--- src/rtl/simd_dp_mac_pipe_if.sv ---
// ---------------------------------------------------------------------------
// simd_dp_mac_pipe_if
//   Bundles the operand stream and the result stream of the SIMD dot-product
//   accumulator.
//
//   Handshake: both streams use valid/ready. A transfer happens on the rising
//   clk edge where valid && ready are both high. A producer that raises valid
//   keeps valid and its payload stable until that edge. Ready may depend on
//   the consumer's state, but valid never depends on ready.
//
//   Signals
//     in_valid / in_ready   operand beat handshake
//     in_mode               lane precision of this beat (00 int2 .. 11 int16)
//     in_a / in_b           packed unsigned operands, lane 0 at the LSBs
//     in_last               beat closes the current frame
//     out_valid / out_ready frame result handshake
//     out_acc               frame dot-product sum
//     out_count             beats in the frame (wraps mod 2^CNT_W)
//     out_sat               accumulator saturated during the frame
//
//   Modports
//     master  operand streamer / result consumer side (drives inputs)
//     slave   accumulator side (simd_dp_mac_pipe)
// ---------------------------------------------------------------------------
interface simd_dp_mac_pipe_if #(
    parameter int WIDTH = 32,
    parameter int ACC_W = 48,
    parameter int CNT_W = 16
);
    logic             in_valid;
    logic             in_ready;
    logic [1:0]       in_mode;
    logic [WIDTH-1:0] in_a;
    logic [WIDTH-1:0] in_b;
    logic             in_last;
    logic             out_valid;
    logic             out_ready;
    logic [ACC_W-1:0] out_acc;
    logic [CNT_W-1:0] out_count;
    logic             out_sat;

    modport master (
        output in_valid, in_mode, in_a, in_b, in_last, out_ready,
        input  in_ready, out_valid, out_acc, out_count, out_sat
    );

    modport slave (
        input  in_valid, in_mode, in_a, in_b, in_last, out_ready,
        output in_ready, out_valid, out_acc, out_count, out_sat
    );
endinterface

--- src/rtl/simd_dp_mac_pipe.sv ---
// ---------------------------------------------------------------------------
// simd_dp_mac_pipe
//   Pipelined, precision-selectable SIMD dot-product accumulator. Each
//   accepted beat multiplies the packed unsigned operands lane-wise in the
//   beat's own precision and reduces the lanes to one beat sum. Beat sums
//   accumulate over a frame closed by in_last; one result per frame is
//   presented on the out_* valid/ready stream.
//
//   Pipeline
//     S1  lane products (packed per mode) + valid/last/mode tags
//     S2  beat sum, zero-extended to ACC_W
//     S3  frame accumulator, beat counter and result registers
//   A last beat accepted in cycle N shows out_valid in cycle N+3.
//
//   Ports
//     clk    rising-edge clock
//     nrst   asynchronous active-low reset
//     bus    simd_dp_mac_pipe_if.slave (operand and result streams)
//
//   Configuration macro
//     SIMD_DP_SAT_EN  defined: accumulator clamps at 2^ACC_W-1 and a sticky
//                     per-frame flag is reported on out_sat.
//                     undefined: accumulator wraps mod 2^ACC_W, out_sat = 0.
// ---------------------------------------------------------------------------
module simd_dp_mac_pipe #(
    parameter int WIDTH = 32,
    parameter int ACC_W = 48,
    parameter int CNT_W = 16
) (
    input  logic             clk,
    input  logic             nrst,
    simd_dp_mac_pipe_if.slave bus
);
    // Every mode's lane products pack into exactly 2*WIDTH bits.
    localparam int PW = 2 * WIDTH;

    logic             stall;

    logic             s1_valid_q, s1_valid_d;
    logic             s1_last_q,  s1_last_d;
    logic [1:0]       s1_mode_q,  s1_mode_d;
    logic [PW-1:0]    s1_prod_q,  s1_prod_d;
    logic [PW-1:0]    prod_c;

    logic             s2_valid_q, s2_valid_d;
    logic             s2_last_q,  s2_last_d;
    logic [ACC_W-1:0] s2_sum_q,   s2_sum_d;
    logic [ACC_W-1:0] sum_c;

    logic [ACC_W-1:0] acc_q,       acc_d;
    logic [CNT_W-1:0] cnt_q,       cnt_d;
    logic             out_valid_q, out_valid_d;
    logic [ACC_W-1:0] out_acc_q,   out_acc_d;
    logic [CNT_W-1:0] out_count_q, out_count_d;
    logic [ACC_W-1:0] total;

`ifdef SIMD_DP_SAT_EN
    logic             sat_q,     sat_d;
    logic             out_sat_q, out_sat_d;
    logic [ACC_W:0]   sum_ext;
    logic             ovf;

    assign sum_ext = {1'b0, acc_q} + {1'b0, s2_sum_q};
    assign ovf     = sum_ext[ACC_W];
    assign total   = ovf ? {ACC_W{1'b1}} : sum_ext[ACC_W-1:0];
`else
    assign total   = acc_q + s2_sum_q;
`endif

    // A result that is offered but not taken freezes the whole pipe.
    assign stall        = out_valid_q & ~bus.out_ready;
    assign bus.in_ready = ~stall;

    assign bus.out_valid = out_valid_q;
    assign bus.out_acc   = out_acc_q;
    assign bus.out_count = out_count_q;
`ifdef SIMD_DP_SAT_EN
    assign bus.out_sat   = out_sat_q;
`else
    assign bus.out_sat   = 1'b0;
`endif

    // Lane products of the incoming beat; lane i of a w-bit mode sits at
    // bits [2w*i +: 2w].
    always_comb begin
        prod_c = '0;
        case (bus.in_mode)
            2'b00: for (int i = 0; i < WIDTH / 2; i++)
                prod_c[4*i +: 4] = 4'(bus.in_a[2*i +: 2]) * 4'(bus.in_b[2*i +: 2]);
            2'b01: for (int i = 0; i < WIDTH / 4; i++)
                prod_c[8*i +: 8] = 8'(bus.in_a[4*i +: 4]) * 8'(bus.in_b[4*i +: 4]);
            2'b10: for (int i = 0; i < WIDTH / 8; i++)
                prod_c[16*i +: 16] = 16'(bus.in_a[8*i +: 8]) * 16'(bus.in_b[8*i +: 8]);
            default: for (int i = 0; i < WIDTH / 16; i++)
                prod_c[32*i +: 32] = 32'(bus.in_a[16*i +: 16]) * 32'(bus.in_b[16*i +: 16]);
        endcase
    end

    // Lane reduction of the S1 products using the mode tag carried with them.
    always_comb begin
        sum_c = '0;
        case (s1_mode_q)
            2'b00: for (int i = 0; i < WIDTH / 2; i++)
                sum_c = sum_c + ACC_W'(s1_prod_q[4*i +: 4]);
            2'b01: for (int i = 0; i < WIDTH / 4; i++)
                sum_c = sum_c + ACC_W'(s1_prod_q[8*i +: 8]);
            2'b10: for (int i = 0; i < WIDTH / 8; i++)
                sum_c = sum_c + ACC_W'(s1_prod_q[16*i +: 16]);
            default: for (int i = 0; i < WIDTH / 16; i++)
                sum_c = sum_c + ACC_W'(s1_prod_q[32*i +: 32]);
        endcase
    end

    always_comb begin
        s1_valid_d  = s1_valid_q;
        s1_last_d   = s1_last_q;
        s1_mode_d   = s1_mode_q;
        s1_prod_d   = s1_prod_q;
        s2_valid_d  = s2_valid_q;
        s2_last_d   = s2_last_q;
        s2_sum_d    = s2_sum_q;
        acc_d       = acc_q;
        cnt_d       = cnt_q;
        out_valid_d = out_valid_q;
        out_acc_d   = out_acc_q;
        out_count_d = out_count_q;
`ifdef SIMD_DP_SAT_EN
        sat_d       = sat_q;
        out_sat_d   = out_sat_q;
`endif
        if (!stall) begin
            s1_valid_d = bus.in_valid;
            s1_last_d  = bus.in_last;
            s1_mode_d  = bus.in_mode;
            s1_prod_d  = prod_c;

            s2_valid_d = s1_valid_q;
            s2_last_d  = s1_last_q;
            s2_sum_d   = sum_c;

            // Either nothing was offered or the offered result was taken
            // this cycle; a closing beat reloads it below.
            out_valid_d = 1'b0;
            if (s2_valid_q) begin
                if (s2_last_q) begin
                    out_acc_d   = total;
                    out_count_d = cnt_q + CNT_W'(1);
                    out_valid_d = 1'b1;
                    acc_d       = '0;
                    cnt_d       = '0;
`ifdef SIMD_DP_SAT_EN
                    out_sat_d   = sat_q | ovf;
                    sat_d       = 1'b0;
`endif
                end else begin
                    acc_d = total;
                    cnt_d = cnt_q + CNT_W'(1);
`ifdef SIMD_DP_SAT_EN
                    sat_d = sat_q | ovf;
`endif
                end
            end
        end
    end

    always_ff @(posedge clk or negedge nrst) begin
        if (!nrst) begin
            s1_valid_q  <= 1'b0;
            s1_last_q   <= 1'b0;
            s1_mode_q   <= 2'b00;
            s1_prod_q   <= '0;
            s2_valid_q  <= 1'b0;
            s2_last_q   <= 1'b0;
            s2_sum_q    <= '0;
            acc_q       <= '0;
            cnt_q       <= '0;
            out_valid_q <= 1'b0;
            out_acc_q   <= '0;
            out_count_q <= '0;
`ifdef SIMD_DP_SAT_EN
            sat_q       <= 1'b0;
            out_sat_q   <= 1'b0;
`endif
        end else begin
            s1_valid_q  <= s1_valid_d;
            s1_last_q   <= s1_last_d;
            s1_mode_q   <= s1_mode_d;
            s1_prod_q   <= s1_prod_d;
            s2_valid_q  <= s2_valid_d;
            s2_last_q   <= s2_last_d;
            s2_sum_q    <= s2_sum_d;
            acc_q       <= acc_d;
            cnt_q       <= cnt_d;
            out_valid_q <= out_valid_d;
            out_acc_q   <= out_acc_d;
            out_count_q <= out_count_d;
`ifdef SIMD_DP_SAT_EN
            sat_q       <= sat_d;
            out_sat_q   <= out_sat_d;
`endif
        end
    end
endmodule
--- src/flat_wrapper.sv ---
// flat-port wrapper written by rule: the top's interface ports become plain ports
module simd_dp_mac_pipe_flat 
#(
    parameter int WIDTH = 32,
    parameter int ACC_W = 48,
    parameter int CNT_W = 16
)
  (clk, nrst, bus_in_valid, bus_in_mode, bus_in_a, bus_in_b, bus_in_last, bus_out_ready, bus_in_ready, bus_out_valid, bus_out_acc, bus_out_count, bus_out_sat);
  simd_dp_mac_pipe_if #(.WIDTH(WIDTH), .ACC_W(ACC_W), .CNT_W(CNT_W)) bus_i ();
  input  logic clk;
  input  logic nrst;
  input wire logic [$bits(bus_i.in_valid)-1:0] bus_in_valid;
  input wire logic [$bits(bus_i.in_mode)-1:0] bus_in_mode;
  input wire logic [$bits(bus_i.in_a)-1:0] bus_in_a;
  input wire logic [$bits(bus_i.in_b)-1:0] bus_in_b;
  input wire logic [$bits(bus_i.in_last)-1:0] bus_in_last;
  input wire logic [$bits(bus_i.out_ready)-1:0] bus_out_ready;
  output wire logic [$bits(bus_i.in_ready)-1:0] bus_in_ready;
  output wire logic [$bits(bus_i.out_valid)-1:0] bus_out_valid;
  output wire logic [$bits(bus_i.out_acc)-1:0] bus_out_acc;
  output wire logic [$bits(bus_i.out_count)-1:0] bus_out_count;
  output wire logic [$bits(bus_i.out_sat)-1:0] bus_out_sat;
  assign bus_i.in_valid = bus_in_valid;
  assign bus_i.in_mode = bus_in_mode;
  assign bus_i.in_a = bus_in_a;
  assign bus_i.in_b = bus_in_b;
  assign bus_i.in_last = bus_in_last;
  assign bus_i.out_ready = bus_out_ready;
  assign bus_in_ready = bus_i.in_ready;
  assign bus_out_valid = bus_i.out_valid;
  assign bus_out_acc = bus_i.out_acc;
  assign bus_out_count = bus_i.out_count;
  assign bus_out_sat = bus_i.out_sat;
  simd_dp_mac_pipe #(.WIDTH(WIDTH), .ACC_W(ACC_W), .CNT_W(CNT_W)) u_core (.clk(clk), .nrst(nrst), .bus(bus_i));
endmodule
--- config.mk ---
export PLATFORM = sky130hd
export DESIGN_NAME = simd_dp_mac_pipe_flat
export DESIGN_NICKNAME = d
export VERILOG_FILES = /design/src/rtl/simd_dp_mac_pipe_if.sv /design/src/rtl/simd_dp_mac_pipe.sv /design/src/flat_wrapper.sv
export SDC_FILE = /design/constraint.sdc
export NUM_CORES = 2
export LEC_CHECK = 0
export BUFFER_PORTS_ARGS = -buffer_cell sky130_fd_sc_hd__clkbuf_2
export CORE_ASPECT_RATIO = 1.25
export CORE_MARGIN = 2
export CORE_UTILIZATION = 50
export CTS_CLUSTER_DIAMETER = 30
export DETAILED_ROUTE_END_ITERATION = 8
export MAX_ROUTING_LAYER = met4
export PLACE_DENSITY_LB_ADDON = 0.25
export SLEW_MARGIN = 20
export SYNTH_ARGS = -nofsm -noshare
export SYNTH_HDL_FRONTEND = slang
export SYNTH_SLANG_ARGS = --single-unit
--- constraint.sdc ---
create_clock -name clk -period 7.26 [get_ports clk]
set_input_delay 0.726 -clock clk [delete_from_list [all_inputs] [get_ports clk]]
set_output_delay 0.726 -clock clk [all_outputs]
set_load 0.01 [all_outputs]
==> reports/metrics.cfg <==
[run_status]
run_status = completed

[critical_path]
max_stage_delay_ns = 0.66
cp.required_ns = 7.78
critPathKind = register to register
crit_chain = fa_1 -> xor2_1 -> fa_1 -> inv_1 -> fa_1 -> fa_1 -> inv_1 -> fa_1 -> inv_1 -> fa_1 -> fa_1 -> inv_1 -> ha_1 -> inv_1 -> fa_1 -> inv_1 -> a21oi_1 -> o21bai_1 -> a21oi_1 -> or4b_2 -> a311oi_1 -> a21o_1
end_kind = register
cp_slowest_cell = or4b_2
cp-startpoint = u_core.s1_prod_q[1]
cp_max_fo = 7
arrival_ns = 7.43
cp-start-kind = register
path_common_cell = fa_1
cp_top_family = adder cells
path_buf_inv = 6
worstReg2RegStart = u_core.s1_prod_q[1]

[clock_network]
clock_latency_ns = 0.59
cts_buffers = 50
root_buffer = clkbuf_16
cts_buffer_depth = 3
post_cts_buffers = 0
clkTransAtPathRegs_ns = 0.05
cts_tree = done
cts.sinks = 232
cts_hold_buf = 0
h-tree-depth = 2
cts_resized = 0

[sta]
hold_viol_final = 0
fin_setup_tns_ns = 0
fin_crit_sh_pct = 95.3
finalHoldWorstSlack_ns = 0.124
rsz0062_at_grt = no
drv_slew = 0
fin_skew_ns = 0.0256
fmax_mhz = 145
tightest_slew_ns = 1.11
relSlewSlack_pct = 25.5
post-route-min-period_ns = 6.92
finalSetupViolCount = 0

[layout]
antenna_cells = 0
layout-drive-gt1-share_pct = 7.47
final_common_cell = inv_1
layout_common_cells = 1,040 x inv_1, 631 x fa_1, 618 x nand2_1
num-fill-cells = 8090
multi_input_area_um2 = 33800
register_area_um2 = 5810
fin_nets = 6380
area_growth_pct = 8.82

[yosys]
muxShareOfSynthArea_pct = 1.93
synth_top_family_by_area = adder cells
synth_cell_types = 92
synth_compound_area_share_pct = 13.0
ys_ff_latch = 232
ys_async_sr_fraction_pct = 100
mappedNetlistNets = 6273
yosys.area_share.adder_pct = 43.8
synth-edff-count = 0
synth.cell_area_um2 = 44200
synth_xor_area_share_pct = 4.60
seq_area_frac_synth_pct = 13.1
ys.warnings.count = 0
syn_avg_cell_area_um2 = 8.77
ys.flop_type = dfrtp_1
yosys.area_share.simple_pct = 13.2
synthCells = 5036

[global_route]
grt_pass1_wl_um = 200000
grt_util_met1_pct = 34.3
grt_pass1_vias = 37000
grt_remaining_overflow = 0
grt_busiest_layer = met2
antenna_found_initial = 0
grt_max_degree = 145
grt_use_total_pct = 28.7
grt.met3_usage_pct = 2.96
gr-usage-met2_pct = 49.7

[min_path]
hold_path.class = input port to async pin

[floorplan]
core_area_um2 = 87400
io_pins = 138
die_area_um2 = 90700
initial_utilization_pct = 50.5
rows = 121
fp.dieW_um = 270
chipHeight_um = 336

[drt]
first_pass_iters = 6
wl_per_cell_um = 19.4
vias_per_cell = 5.52
num_vias = 35100
drt-initial-drc-count = 2332
drc = 0
antenna_left = 0
wirelength_um = 123000

[place]
numPortBuffers = 136
gp_congestion = 0.997
dp.final_hpwl_um = 102000

[flow_run]
cap_violations = 0

-- cell families (layout without fill, tap and decap cells) --
| logic type | count (synthesis) | count (layout) |
|---|---|---|
| fa+ha+maj | 1166 | 1166 |
| buf+inv | 1199 | 1347 |
| flops | 232 | 232 |
| simple gates | 1248 | 1248 |
| compound gates | 902 | 902 |
| xor+xnor | 232 | 232 |
| mux | 56 | 56 |
| other cells | 1 | 1 |
-- Yosys cell counts (9+ instances only) --
library cell	number	area share (%)
inv_1	1041	8.8
o21ai_0	226	2.6
o21bai_1	39	0.66
nand4_1	16	0.23
and3_1	28	0.40
nor3_1	39	0.44
a31oi_1	33	0.47
nand3_1	50	0.57
and2_1	226	3.2
nand2_1	619	5.3
fa_1	631	29
clkbuf_1	137	1.2
o22ai_1	15	0.21
o31ai_1	23	0.39
dfrtp_1	232	13
buf_1	9	0.077
xor2_1	78	1.5
mux4_2	21	1.1
a21o_1	89	1.5
ha_1	535	15
o211ai_1	23	0.39
nand2b_1	20	0.28
mux2i_1	13	0.29
or3_1	25	0.35
a22o_1	43	0.85
nor2_1	154	1.3
nor2b_1	26	0.37
a221oi_1	9	0.18
mux2_2	22	0.56
o21ai_1	15	0.17
o21a_1	20	0.34
xnor2_1	154	3.1
a211oi_1	36	0.61
a21oi_1	239	2.7
-- stage by stage --
step                      worst slack, ns  utilization (%)  cell area (µm²)  cells
after global routing                0.121             55.0            48000   6352
after CTS                           0.428             55.0            48000   6352
after global placement              0.176             52.9            46300   6259
after detailed placement           0.0693             52.9            46300   6259
after floorplan                     0.576                -            44200   5036
final                               0.341             55.0            48000   6352
-- routing by layer --
layer  vias to the layer above  share of wire (%)
li1                      16400                  -
met1                     17400                 40
met2                      1027                 50
met3                       297                4.9
met4                         0                4.7
met5                         -                  0
-- final timing paths --
kind | end | slack (ns) | cells after the start
setup / recovery | u_core.s2_sum_q[8] | 0.34 | 22
hold / removal | u_core.bus.out_acc[4] | 0.12 | 1
setup reg to reg | u_core.s2_sum_q[8] | 0.34 | 22
hold reg to reg | u_core.bus.out_count[15] | 0.47 | 2
max in group asynchronous | u_core.s1_prod_q[27] | 5.91 | 2
min in group clk | u_core.s1_valid_q | 0.34 | 3
-- state kept, by name, summed over array words and instances, names as in the netlist --
register              count
u_core.s1_last_q          1
u_core.bus.out_acc       48
u_core.s1_mode_q          2
u_core.s1_prod_q         64
u_core.s2_valid_q         1
u_core.s1_valid_q         1
u_core.acc_q             48
u_core.bus.out_valid      1
u_core.cnt_q             16
u_core.s2_last_q          1
u_core.s2_sum_q          33
u_core.bus.out_count     16
-- worst register-to-register path: cells and delay by family, from the launching register on --
family                     cells  cell delay (ns)
adders and majority gates      9             4.23
AOI/OAI and AO/OA              5             0.87
and+or+nand+nor                1             0.66
DFF                            1             0.55
buffers and inverters          6             0.39
xor gates and xnor gates       1             0.17
-- cell type report --
cell class,instances,area share [%]
inverter,1043,8.15
tap,1168,3.04
timing repair buffer,211,2.64
multi-input combinational,3605,70.3
sequential,232,12.1
clock inverter,39,1.03
clock buffer,54,2.70
Power is not shown: default switching activity piles up to over one toggle a cycle in this logic, so the estimate is an artifact.
